**config.mk**
```make
export PLATFORM = sky130hd
export DESIGN_NAME = ms_prescaler_counter_flat
export DESIGN_NICKNAME = d
export VERILOG_FILES = /design/src/rtl/ms_prescaler_counter_if.sv /design/src/rtl/ms_prescaler_counter.sv /design/src/flat_wrapper.sv
export SDC_FILE = /design/constraint.sdc
export NUM_CORES = 1
export LEC_CHECK = 0
export BUFFER_PORTS_ARGS = -buffer_cell sky130_fd_sc_hd__buf_4
export CORE_ASPECT_RATIO = 1.5
export CORE_MARGIN = 5
export CORE_UTILIZATION = 57
export DETAILED_ROUTE_END_ITERATION = 6
export PLACE_DENSITY = 0.87
export RECOVER_POWER = 100
export SLEW_MARGIN = 20
export SYNTH_ARGS = -nofsm -noshare
export SYNTH_HDL_FRONTEND = slang
export SYNTH_SLANG_ARGS = --single-unit
```
**constraint.sdc**
```tcl
create_clock -name clk -period 4.1 [get_ports clk]
set_input_delay 0.205 -clock clk [delete_from_list [all_inputs] [get_ports clk]]
set_output_delay 0.205 -clock clk [all_outputs]
set_load 0.005 [all_outputs]
```
**src/rtl/ms_prescaler_counter_if.sv**
```systemverilog
// Control/status bundle between the UART control path, the ms prescaler and the seconds stage.
interface ms_prescaler_counter_if #(
    parameter int TRIM_W = 8
);
    logic                     run_en;
    logic                     reconfig_en;
    logic        [9:0]        load_value;
    logic signed [TRIM_W-1:0] trim;
    logic        [9:0]        mil_sec;
    logic                     ms_tick;
    logic                     sec_tick;
    logic                     running;
    logic                     load_err;

    modport master (
        output run_en, reconfig_en, load_value, trim,
        input  mil_sec, ms_tick, sec_tick, running, load_err
    );

    modport slave (
        input  run_en, reconfig_en, load_value, trim,
        output mil_sec, ms_tick, sec_tick, running, load_err
    );
endinterface

```
**src/rtl/ms_prescaler_counter.sv**
```systemverilog
// Millisecond prescaler: divides clk by a trimmable period and keeps a 0..999 ms count with tick strobes.
module ms_prescaler_counter #(
    parameter int CLK_FREQ_HZ = 50000000,
    parameter int TRIM_W      = 8
) (
    input  logic                  clk,
    input  logic                  reset,
    ms_prescaler_counter_if.slave bus
);
    localparam int P   = CLK_FREQ_HZ / 1000;
    localparam int P_W = $clog2(P) + 2;
    // One guard bit above the larger operand so P + trim can never wrap.
    localparam int EW  = ((P_W > TRIM_W + 1) ? P_W : TRIM_W + 1) + 1;

    localparam logic        [9:0]    MS_MAX = 10'd999;
    localparam logic signed [EW-1:0] P_S    = EW'(P);
    localparam logic signed [EW-1:0] E_MIN  = EW'(2);

    typedef enum logic {
        ST_STOP = 1'b0,
        ST_RUN  = 1'b1
    } state_t;

    state_t                   r_state;
    state_t                   w_state_nxt;
    logic                     w_running;
    logic                     w_counting;

    logic        [EW-1:0]     r_presc;
    logic signed [TRIM_W-1:0] r_trim_lat;
    logic        [9:0]        r_mil_sec;
    logic                     r_ms_tick;
    logic                     r_sec_tick;
    logic                     r_load_err;

    logic        [EW-1:0]     w_period;
    logic        [EW-1:0]     w_period_m1;
    logic                     w_terminal;
    logic                     w_load_ok;
    logic                     w_load_bad;

    function automatic logic signed [EW-1:0] f_trimmed_period(
        input logic signed [TRIM_W-1:0] t
    );
        logic signed [EW-1:0] t_ext;
        t_ext = $signed({{(EW-TRIM_W){t[TRIM_W-1]}}, t});
        return P_S + t_ext;
    endfunction

    function automatic logic [EW-1:0] f_clamp_min2(
        input logic signed [EW-1:0] e
    );
        if (e < E_MIN) begin
            return $unsigned(E_MIN);
        end
        return $unsigned(e);
    endfunction

    always_ff @(posedge clk or negedge reset) begin
        if (!reset) begin
            r_state <= ST_STOP;
        end else begin
            r_state <= w_state_nxt;
        end
    end

    always_comb begin
        w_state_nxt = r_state;
        case (r_state)
            ST_STOP: if (bus.run_en)  w_state_nxt = ST_RUN;
            ST_RUN:  if (!bus.run_en) w_state_nxt = ST_STOP;
            default:                  w_state_nxt = ST_STOP;
        endcase
    end

    always_comb begin
        w_running  = 1'b0;
        w_counting = 1'b0;
        case (r_state)
            ST_RUN: begin
                w_running  = 1'b1;
                w_counting = 1'b1;
            end
            default: begin
                w_running  = 1'b0;
                w_counting = 1'b0;
            end
        endcase
    end

    assign w_period    = f_clamp_min2(f_trimmed_period(r_trim_lat));
    assign w_period_m1 = w_period - EW'(1);
    // >= rather than == keeps the counter bounded even if the period ever shrank mid-count.
    assign w_terminal  = w_counting && (r_presc >= w_period_m1);
    assign w_load_ok   = bus.reconfig_en && (bus.load_value <= MS_MAX);
    assign w_load_bad  = bus.reconfig_en && (bus.load_value >  MS_MAX);

    // Stage p0: prescaler, ms count and registered strobes; an accepted load overrides an advance.
    always_ff @(posedge clk or negedge reset) begin
        if (!reset) begin
            r_presc    <= '0;
            r_trim_lat <= '0;
            r_mil_sec  <= '0;
            r_ms_tick  <= 1'b0;
            r_sec_tick <= 1'b0;
            r_load_err <= 1'b0;
        end else begin
            r_ms_tick  <= 1'b0;
            r_sec_tick <= 1'b0;
            r_load_err <= w_load_bad;
            if (w_load_ok) begin
                r_mil_sec  <= bus.load_value;
                r_presc    <= '0;
                r_trim_lat <= bus.trim;
            end else if (w_terminal) begin
                r_presc    <= '0;
                r_trim_lat <= bus.trim;
                r_ms_tick  <= 1'b1;
                if (r_mil_sec == MS_MAX) begin
                    r_mil_sec  <= '0;
                    r_sec_tick <= 1'b1;
                end else begin
                    r_mil_sec  <= r_mil_sec + 10'd1;
                end
            end else if (w_counting) begin
                r_presc <= r_presc + EW'(1);
            end
        end
    end

    assign bus.mil_sec  = r_mil_sec;
    assign bus.ms_tick  = r_ms_tick;
    assign bus.sec_tick = r_sec_tick;
    assign bus.running  = w_running;
    assign bus.load_err = r_load_err;

    a_ms_range: assert property (@(posedge clk) disable iff (!reset)
        r_mil_sec <= MS_MAX);
    a_sec_implies_ms: assert property (@(posedge clk) disable iff (!reset)
        r_sec_tick |-> r_ms_tick);
    a_presc_bound: assert property (@(posedge clk) disable iff (!reset)
        r_presc <= w_period_m1);

endmodule

```
**src/flat_wrapper.sv**
```systemverilog
// flat-port wrapper written by rule: the top's interface ports become plain ports
module ms_prescaler_counter_flat 
#(
    parameter int CLK_FREQ_HZ = 50000000,
    parameter int TRIM_W      = 8
)
  (clk, reset, bus_run_en, bus_reconfig_en, bus_load_value, bus_trim, bus_mil_sec, bus_ms_tick, bus_sec_tick, bus_running, bus_load_err);
  ms_prescaler_counter_if #(.TRIM_W(TRIM_W)) bus_i ();
  input  logic clk;
  input  logic reset;
  input wire logic [$bits(bus_i.run_en)-1:0] bus_run_en;
  input wire logic [$bits(bus_i.reconfig_en)-1:0] bus_reconfig_en;
  input wire logic [$bits(bus_i.load_value)-1:0] bus_load_value;
  input wire logic [$bits(bus_i.trim)-1:0] bus_trim;
  output wire logic [$bits(bus_i.mil_sec)-1:0] bus_mil_sec;
  output wire logic [$bits(bus_i.ms_tick)-1:0] bus_ms_tick;
  output wire logic [$bits(bus_i.sec_tick)-1:0] bus_sec_tick;
  output wire logic [$bits(bus_i.running)-1:0] bus_running;
  output wire logic [$bits(bus_i.load_err)-1:0] bus_load_err;
  assign bus_i.run_en = bus_run_en;
  assign bus_i.reconfig_en = bus_reconfig_en;
  assign bus_i.load_value = bus_load_value;
  assign bus_i.trim = bus_trim;
  assign bus_mil_sec = bus_i.mil_sec;
  assign bus_ms_tick = bus_i.ms_tick;
  assign bus_sec_tick = bus_i.sec_tick;
  assign bus_running = bus_i.running;
  assign bus_load_err = bus_i.load_err;
  ms_prescaler_counter #(.CLK_FREQ_HZ(CLK_FREQ_HZ), .TRIM_W(TRIM_W)) u_core (.clk(clk), .reset(reset), .bus(bus_i));
endmodule
```
## Word-level counts from Yosys, hierarchy flattened

Cells that the tools add are included.

| word-level totals | value |
|---|---|
| register bits after elaboration | 41 |
| input port bits | 22 |
| output and inout bits | 14 |
| word-level logic and storage cells | 39 |

| operators by class | value |
|---|---|
| add/subtract/negate cells | 4 |
| $lt $le $gt $ge | 4 |
| equal/unequal tests | 1 |
| mux-type cells | 18 |
| reductions and logical operators | 5 |

Operators with widths:

| kind | number |
|---|---|
| $mux W19 | 5 |
| $mux W10 | 3 |
| $add A19 B1 Y19 const B | 1 |
| $ge A19 B19 Y1 | 1 |
| $lt A19 B3 Y1 const B | 1 |
| $sub A19 B1 Y19 const B | 1 |
| $add A17 B8 Y18 const A | 1 |
| $mux W8 | 2 |
| $add A10 B1 Y10 const B | 1 |
| $eq A10 B10 Y1 const B | 1 |
| $gt A10 B10 Y1 const B | 1 |
| $le A10 B10 Y1 const B | 1 |
| $mux W1 | 8 |
| $logic_and A1 B1 Y1 | 3 |
| $reduce_bool A3 Y1 | 1 |
| $reduce_bool A2 Y1 | 1 |

## Logic depth before layout (Yosys ltp)

Gate-level depths: netlist (run 1).

| depth | value |
|---|---|
| depth after elaboration | 9 |
| mapped depth | 17 |
| gate-level depth less buffers | 15 |

## Least setup slack after synthesis (run 1)

Ideal clock, no wire load.

| timing | value |
|---|---|
| kind | register -> register |
| start point | register u_core.r_trim_lat[0] |
| end point | register u_core.r_trim_lat[1] |
| setup time | 125 ps |
| data arrival time | 3207 ps |
| data required time | 3975 ps |
| path slack | 768 ps |
| cell stages (with the launch flop) | 15 |
| buffers on the path | 1 |
| clock period less this slack | 3332 ps |
| cells stage by stage | dfrtp_1 > nor4_1 > nand2_1 > or2_2 > o32ai_1 > xor2_1 > ha_1 > nand2_1 > nor2_1 > a221oi_1 > o22ai_4 > nor2_4 > nand2_4 > buf_6 > mux2_4 |

| between the ends | value |
|---|---|
| longest elaborated chain between the ends | 8 |

Ends and longest elaborated chain:

| element | line | text |
|---|---|---|
| from (decl) | ms_prescaler_counter.sv:30 | `logic signed [TRIM_W-1:0] r_trim_lat;` |
| from (signal assigned) | ms_prescaler_counter.sv:114 | `r_trim_lat <= bus.trim;` |
| from (signal assigned) | ms_prescaler_counter.sv:117 | `r_trim_lat <= bus.trim;` |
| $add A17 B8 Y18 (*) | ms_prescaler_counter.sv:47 | `return P_S + t_ext;` |
| $lt A19 B3 Y1 | ms_prescaler_counter.sv:53 | `if (e < E_MIN) begin` |
| $mux W1 | ms_prescaler_counter.sv:53 |  |
| $mux W19 (*) | ms_prescaler_counter.sv:56 | `return $unsigned(e);` |
| $sub A19 B1 Y19 (*) | ms_prescaler_counter.sv:92 | `assign w_period_m1 = w_period - EW'(1);` |
| $ge A19 B19 Y1 (*) | ms_prescaler_counter.sv:94 | `assign w_terminal = w_counting && (r_presc >= w_period_m1);` |
| $logic_and A1 B1 Y1 (*) | ms_prescaler_counter.sv:94 |  |
| $reduce_bool A2 Y1 (no source line) (*) | - |  |

Every way passes the cells marked *; elsewhere a longest branch is shown, timed or not.
A chain may end at the register's enable or synchronous reset.

## Worst setup path after layout (run 1)

| timing | value |
|---|---|
| start point | register u_core.r_trim_lat[0] |
| end point | register u_core.r_mil_sec[8], in the netlist u_core.bus.mil_sec[8] |

| between the ends | value |
|---|---|
| longest elaborated chain between the ends | 8 |

Ends and longest elaborated chain:

| element | line | text |
|---|---|---|
| $add A17 B8 Y18 (*) | ms_prescaler_counter.sv:47 |  |
| $lt A19 B3 Y1 | ms_prescaler_counter.sv:53 |  |
| $mux W1 | ms_prescaler_counter.sv:53 |  |
| $mux W19 (*) | ms_prescaler_counter.sv:56 |  |
| $sub A19 B1 Y19 (*) | ms_prescaler_counter.sv:92 |  |
| $ge A19 B19 Y1 (*) | ms_prescaler_counter.sv:94 |  |
| $logic_and A1 B1 Y1 (*) | ms_prescaler_counter.sv:94 |  |
| $reduce_bool A2 Y1 (no source line) (*) | - |  |
| to (signal assigned) | ms_prescaler_counter.sv:112 | `r_mil_sec <= bus.load_value;` |
| to (signal assigned) | ms_prescaler_counter.sv:123 | `r_mil_sec <= r_mil_sec + 10'd1;` |
| to (decl) | ms_prescaler_counter.sv:31 | `logic [9:0] r_mil_sec;` |

Marks and branches as above.

==> results.md, run 1 <==
* Status: complete, but fails checks
* Failing checks: max-capacitance violations, max-slew violations
* WL/cell at between 15 and 20 µm
* Starting Density at 0.5886
* Worst VDD drop at approximately 290 µV
* Crit path top cell by count: nand2_1
* Layout cells sized above 1 at 0.1833
* Syn Area/Cell at 9.640 µm²
* Total gr overflow at 0
* Data required time of the worst path at 4.27 ns
* Leakage at 1.317 nW
* RSZ-0062 raised after global routing: no
* Root Buffer: clkbuf_8
* Drt via density at 5.928
* Critical path cell sequence: nor4_1 > nand2_1 > or2_2 > o32ai_1 > xor2_1 > ha_1 > and4_1 > nand2_1 > o2111a_1 > o22ai_4 > nor2_4 > buf_4 > o21a_1 > o32a_1
* Final hold viol count at 0
* Drt total wl at 5.228 mm
* Clock Sink Count at 41
* Die Area at ~5800 µm²
* Yosys warnings at 0
* Diode count at 0
* Post-detail-place hpwl at 4.009 mm
* Number of global-route vias before repair at 2031
* Dpl cell area at 2768 µm²
* Post-synth EDFFs at 0
* R2R Path End: u_core.bus.mil_sec[8]
* Row cnt at 29
* Slowest stage delay, CP at between 0.4 and 0.5 ns
* Final Max Slew Viols at 42
* Fillers at 325
* DRC viols at 0
* Power Density at around 300 nW/µm²
* Worst hold path class: in2reg
* Critical Path Slowest Stage Cell: nor4_1
* Largest net degree at the start of global routing at 42
* CP endpoint kind: register
* Top FF cell, synth: dfrtp_1
* Final Cell Area at 2873 µm²
* H-Tree Depth at 2
* Port Buf Inserts at 35
* Fmax at 0.2699 GHz
* Chip Height at around 90 µm
* R2R Path Start: u_core.r_trim_lat[0]
* Hold path startpoint: bus_run_en
* Post-route ant nets at 0
* Hold Path End: u_core.r_state
* Setup tns final at 0 ns
* Mapped Area at 2477 µm²
* Initial antenna violation count at 0
* Ys async rst share at 1.000
* Worst slew pin tran at around 2.2 ns
* RePlAce Congestion at 0.8519
* Clock buffer depth at 2
* Total via count in the routed design at 2051
* Yosys reg bits at 41
* Tot GR Track Use at 0.1908
* Part of the cycle the worst path needs at 0.9036
* Register area share after synthesis at 0.4141
* Placeable core region at 4209 µm²
* CP arrival at 3.88 ns
* Die Span X at 63.83 µm
* Commonest non-fill, non-tap cell in the layout: dfrtp_1
* # nets final at 339
* First-pass GRT wire length at roughly 9.2 mm
* Critical setup path kind: reg2reg
* Max-cap check violation count at 1
* IO Count at 36
* R2r setup slk at 0.40 ns
* Worst-Skew Late Latency at about 0.29 ns
* Crit-path max FO at 12
* Number of CTS-inserted buffers at 5
* Final number of setup-violating endpoints at 0
* Critical Path Start Type: register
* Hold Slack at around 0.042 ns
* Synthesized instance count at ~260
* Area Growth Syn to Fin at 15.96%
* Min Clock Period, post-route at 3.705 ns
* Iter 0 DRT Violations at 88
* Hold path depth at 1
* Worst slew margin at -0.4484
* Fin util at 0.6825
* Worst r2r path cells at 14
* TritonCTS clock tree: built
* Final Skew at about 0.0025 ns
* Unique cell type count in the Yosys netlist at 48
* Most frequent cells in the layout: 41 x dfrtp_1, 39 x nor2_1, 22 x nand2_1
* First-pass iteration count of the detailed router at 5
* Clock slew at reported path FFs at 0.07 ns
-- cell families (layout without fill, tap and decap cells) --
family                   count (synthesis)  after routing  synth area share
AND/OR/NAND/NOR                        112            112            0.2253
flip-flops                              41             41            0.4141
adder cells (fa/ha/maj)                 17             17           0.08586
XOR/XNOR                                24             24           0.08485
other                                    2              3          0.003031
multiplexers                             8              8           0.03788
buffers and inverters                    9             51           0.02121
AO/OA/AOI/OAI                           44             44            0.1278
-- synth_stat cells (2+ instances only) --
cell type,number,share of area
a21oi_1,6,0.012
a2bb2oi_1,2,0.0071
a31oi_1,5,0.013
and3_1,13,0.033
buf_6,2,0.0091
conb_1,2,0.0030
dfrtp_1,41,0.41
ha_1,17,0.086
inv_1,5,0.0076
mux2_2,7,0.032
nand2_1,22,0.033
nand3_1,10,0.020
nand4_1,8,0.020
nor2_1,39,0.059
nor2b_1,2,0.0050
nor3_1,3,0.0061
nor4_1,3,0.0076
o21a_1,4,0.012
o21ai_0,11,0.022
o31a_1,3,0.011
o32a_1,3,0.012
xnor2_1,8,0.028
xor2_1,16,0.057
-- sequential cells by signal, summed over array words and instances, names as in the netlist --
signal,count
u_core.r_presc,19
u_core.r_state,1
u_core.r_trim_lat,8
u_core.bus.sec_tick,1
u_core.bus.load_err,1
u_core.bus.ms_tick,1
u_core.bus.mil_sec,10
-- how the worst max path moves through the flow --
stage                    startpoint                    end  slack, ns  cells past startpoint
2_1_floorplan  u_core.r_trim_lat[0]   u_core.r_trim_lat[1]       0.77                     14
3_3_place_gp   u_core.r_trim_lat[1]   u_core.r_trim_lat[1]       0.44                     13
3_5_place_dp   u_core.r_trim_lat[0]   u_core.r_trim_lat[1]       0.27                     13
4_1_cts        u_core.r_trim_lat[0]   u_core.r_trim_lat[1]       0.25                     13
5_1_grt        u_core.r_trim_lat[0]  u_core.bus.mil_sec[8]       0.12                     16
6_report       u_core.r_trim_lat[0]  u_core.bus.mil_sec[8]       0.40                     14
-- stage by stage --
step	setup WS, ns	instances	power, mW
after global placement	0.4433	335	0.6109
after global routing	0.1205	346	0.9200
after detailed placement	0.2683	335	0.6190
after CTS	0.2540	343	0.8834
final	0.3952	346	0.8704
after floorplan	0.7675	258	0.5526
-- worst max-delay path, delay by kind of cell (launching register included) --
family	cells	cell delay, ns
compound gates	5	1.32
xor+xnor	1	0.11
fa+ha+maj	1	0.30
simple gates	6	1.27
buf+inv	1	0.18
flops	1	0.42
-- metal layers --
| metal | global-route usage | wire length (µm) |
|---|---|---|
| met5 | 0 | 0 |
| met4 | 0.05199 | 65 |
| met3 | 0.02989 | 173 |
| met2 | 0.3314 | 2832 |
| met1 | 0.2400 | 2156 |
-- what timing repair did --
action                     CTS  global route
hold buffers                 1             0
setup endpoints to repair    0            17
resized for setup            0             1
buffers inserted             0             3
hold endpoints to repair    41             0
-- cell type report --
type	count	area (µm²)	share of cell area
flip-flops and latches	41	1026	0.3571
multi-input cells	208	1404	0.4887
well taps	46	57.56	0.02003
clock buffers	7	86.33	0.03005
repair buffers	39	280.3	0.09756
inverters	5	18.77	0.006533
-- report_power, final --
group,switching (mW),internal (mW),total [mW],leakage [nW]
registers,0.0310,0.425,0.456,0.524
logic,0.0756,0.0761,0.152,0.749
clock network,0.129,0.134,0.262,0.0443
total,0.235,0.635,0.870,1.32
Note: power is estimated with default switching activity, not from simulation.
==> run 2: changes to the inputs <==
--- a/config.mk
+++ b/config.mk
@@ -11,7 +11,7 @@
 export CORE_UTILIZATION = 57
 export DETAILED_ROUTE_END_ITERATION = 6
 export PLACE_DENSITY = 0.87
-export RECOVER_POWER = 100
+export RECOVER_POWER = 50
 export SLEW_MARGIN = 20
 export SYNTH_ARGS = -nofsm -noshare
 export SYNTH_HDL_FRONTEND = slang
==> run 2 against run 1 <==
The run still ends with max-capacitance violations, max-slew violations left. Sequential power hardly changed. Critical path depth stayed put. Flip-flop and latch count stayed put. Worst setup slack better by 0.025 ns. Global-route usage stayed put. Clock skew is 0.00053 ns lower. First-iteration DRC count is 2.3% higher. Maximum frequency is 0.69% higher. Die area stayed put. Critical endpoint unchanged.
==> results.md, run 2 (synthesis results as in run 1) <==
* Largest net degree at the start of global routing at 42 (unchanged)
* Dpl ws at 0.2683 ns (unchanged)
* Max-cap check violation count at 1 (unchanged)
* Total gr overflow at 0 (unchanged)
* Number of global-route vias before repair at 2031 (unchanged)
* CP endpoint kind: register (unchanged)
* Port Buf Inserts at 35 (unchanged)
* Worst r2r path cells at 14 (unchanged)
* Die Span X at 63.83 µm (unchanged)
* Crit-path max FO at 12 (unchanged)
* Final hold viol count at 0 (unchanged)
* Number of CTS-inserted buffers at 5 (unchanged)
* Dpl cell area at 2768 µm² (unchanged)
* Final Max Slew Viols at 42 (unchanged)
* Max FFs per register at 19 (unchanged)
* Hold Slack at 0.04216 ns (was 0.04181 ns)
* Clock slew at reported path FFs at 0.07 ns (about the same)
* Final number of setup-violating endpoints at 0 (unchanged)
* Leakage at 1.330 nW (was 1.317 nW)
* # nets final at 339 (unchanged)
* Failing checks: max-capacitance violations, max-slew violations (unchanged)
* Part of the cycle the worst path needs at 0.8974 (was 0.9036)
* Iter 0 DRT Violations at 90 (was 88)
* WL/cell at 15.14 µm (was 15.11 µm)
* Setup tns final at 0 ns (unchanged)
* Crit path top cell by count: nand2_1 (unchanged)
* Critical setup path kind: reg2reg (unchanged)
* Fmax at 0.2718 GHz (was 0.2699 GHz)
* Power Density at 302.8 nW/µm² (was 303.0 nW/µm²)
* H-Tree Depth at 2 (unchanged)
* Clock Sink Count at 41 (unchanged)
* Slowest stage delay, CP at 0.43 ns (about the same)
* Post-detail-place hpwl at 4.009 mm (unchanged)
* Largest Register: u_core.r_presc (unchanged)
* Critical Path Start Type: register (unchanged)
* Worst-Skew Late Latency at 0.29 ns (about the same)
* Area Growth Syn to Fin at 16.46% (was 15.96%)
* Chip Height at 90.74 µm (unchanged)
* Placeable core region at 4209 µm² (unchanged)
* Layout cells sized above 1 at 0.1967 (was 0.1833)
* Min Clock Period, post-route at 3.679 ns (was 3.705 ns)
* Commonest non-fill, non-tap cell in the layout: dfrtp_1 (unchanged)
* Drt total wl at 5.238 mm (was 5.228 mm)
* Post-route ant nets at 0 (unchanged)
* Worst VDD drop at 292.1 µV (was 293.3 µV)
* Initial antenna violation count at 0 (unchanged)
* RSZ-0062 raised after global routing: no (unchanged)
* Tot GR Track Use at 0.1908 (unchanged)
* Worst hold path class: in2reg (unchanged)
* Critical Path Slowest Stage Cell: nor4_1 (unchanged)
* Worst slew pin tran at 2.151 ns (was 2.173 ns)
* TritonCTS clock tree: built (unchanged)
* IO Count at 36 (unchanged)
* Row cnt at 29 (unchanged)
* Root Buffer: clkbuf_8 (unchanged)
* Total via count in the routed design at 2053 (was 2051)
* RePlAce Congestion at 0.8519 (unchanged)
* Worst setup margin at 0.4205 ns (was 0.3952 ns)
* First-pass GRT wire length at 9.183 mm (unchanged)
* CP arrival at 3.85 ns (was 3.88 ns)
* Status: complete, but fails checks (unchanged)
* Worst slew margin at -0.4341 (was -0.4484)
* Total power at 0.8736 mW (was 0.8704 mW)
* Clock buffer depth at 2 (unchanged)
* Starting Density at 0.5886 (unchanged)
* Final Skew at 0.001977 ns (was 0.002506 ns)
* Drt via density at 5.934 (was 5.928)
* Die Area at 5792 µm² (unchanged)
* Diode count at 0 (unchanged)
* DRC viols at 0 (unchanged)
* First-pass iteration count of the detailed router at 4 (was 5)
* Most frequent cells in the layout: 41 x dfrtp_1, 39 x nor2_1, 30 x buf_4 (was 41 x dfrtp_1, 39 x nor2_1, 22 x nand2_1)
* Final Cell Area at 2885 µm² (was 2873 µm²)
* Data required time of the worst path at 4.27 ns (about the same)
* Critical path cell sequence: nor4_1 > nand2_1 > or2_2 > o32ai_1 > xor2_1 > ha_1 > and4_1 > nand2_1 > o2111a_2 > o22ai_4 > nor2_4 > buf_4 > o21a_1 > o32a_1 (was nor4_1 > nand2_1 > or2_2 > o32ai_1 > xor2_1 > ha_1 > and4_1 > nand2_1 > o2111a_1 > o22ai_4 > nor2_4 > buf_4 > o21a_1 > o32a_1)
* Hold path depth at 1 (unchanged)
## run 2: final timing paths
check | slack [ns] | endpoint | startpoint
min | 0.04 | u_core.r_state | bus_run_en
max | 0.42 | u_core.bus.mil_sec[8] | u_core.r_trim_lat[0]
max in group asynchronous | 1.79 | u_core.r_trim_lat[7] | reset
min reg2reg | 0.53 | u_core.r_presc[18] | u_core.r_presc[18]
min in group asynchronous | 1.09 | u_core.r_presc[11] | reset
max reg2reg | 0.42 | u_core.bus.mil_sec[8] | u_core.r_trim_lat[0]
## run 2: cell type report
| cell class | count | area (µm²) |
|---|---|---|
| inverters | 5 | 18.77 |
| well taps | 46 | 57.56 |
| flip-flops and latches | 41 | 1026 |
| repair buffers | 39 | 287.8 |
| fillers | 319 | 1324 |
| multi-input cells | 208 | 1409 |
| clock buffers | 7 | 86.33 |
## run 2: power by group
group | leakage [nW] | switching, mW | internal, mW
sequential | 0.524 | 0.0314 | 0.425
combinational | 0.761 | 0.0761 | 0.0792
clock | 0.0443 | 0.128 | 0.134
## run 2: through the flow
stage | std cells | utilization
5_1_grt | 346 | 0.6855
4_1_cts | 343 | 0.6804
6_report | 346 | 0.6855
3_3_place_gp | 335 | 0.6576
2_1_floorplan | 258 | -
3_5_place_dp | 335 | 0.6576
## run 2: repair_timing
| action | CTS | global route |
|---|---|---|
| hold buffers | 1 | 0 |
| setup endpoints to repair | 0 | 17 |
| resized for setup | 0 | 1 |
| endpoints found under the hold margin | 41 | 0 |
| buffers inserted | 0 | 3 |
## run 2: critical path, delay by kind of cell, from the launching register on
family                     cells  cell delay, ns
AOI/OAI and AO/OA              5            1.29
buffers and inverters          1            0.18
adders and majority gates      1            0.30
and+or+nand+nor                6            1.27
xor gates and xnor gates       1            0.11
DFF                            1            0.42
## run 2: layer usage
| layer | global-route usage | share of wire | up-vias | routed length, µm |
|---|---|---|---|---|
| met5 | 0 | 0 | - | 0 |
| met4 | 0.05199 | 0.012 | 0 | 65 |
| met3 | 0.02989 | 0.041 | 6 | 213 |
| met2 | 0.3314 | 0.54 | 53 | 2804 |
| met1 | 0.2400 | 0.41 | 996 | 2153 |
| li1 | - | - | 998 | - |
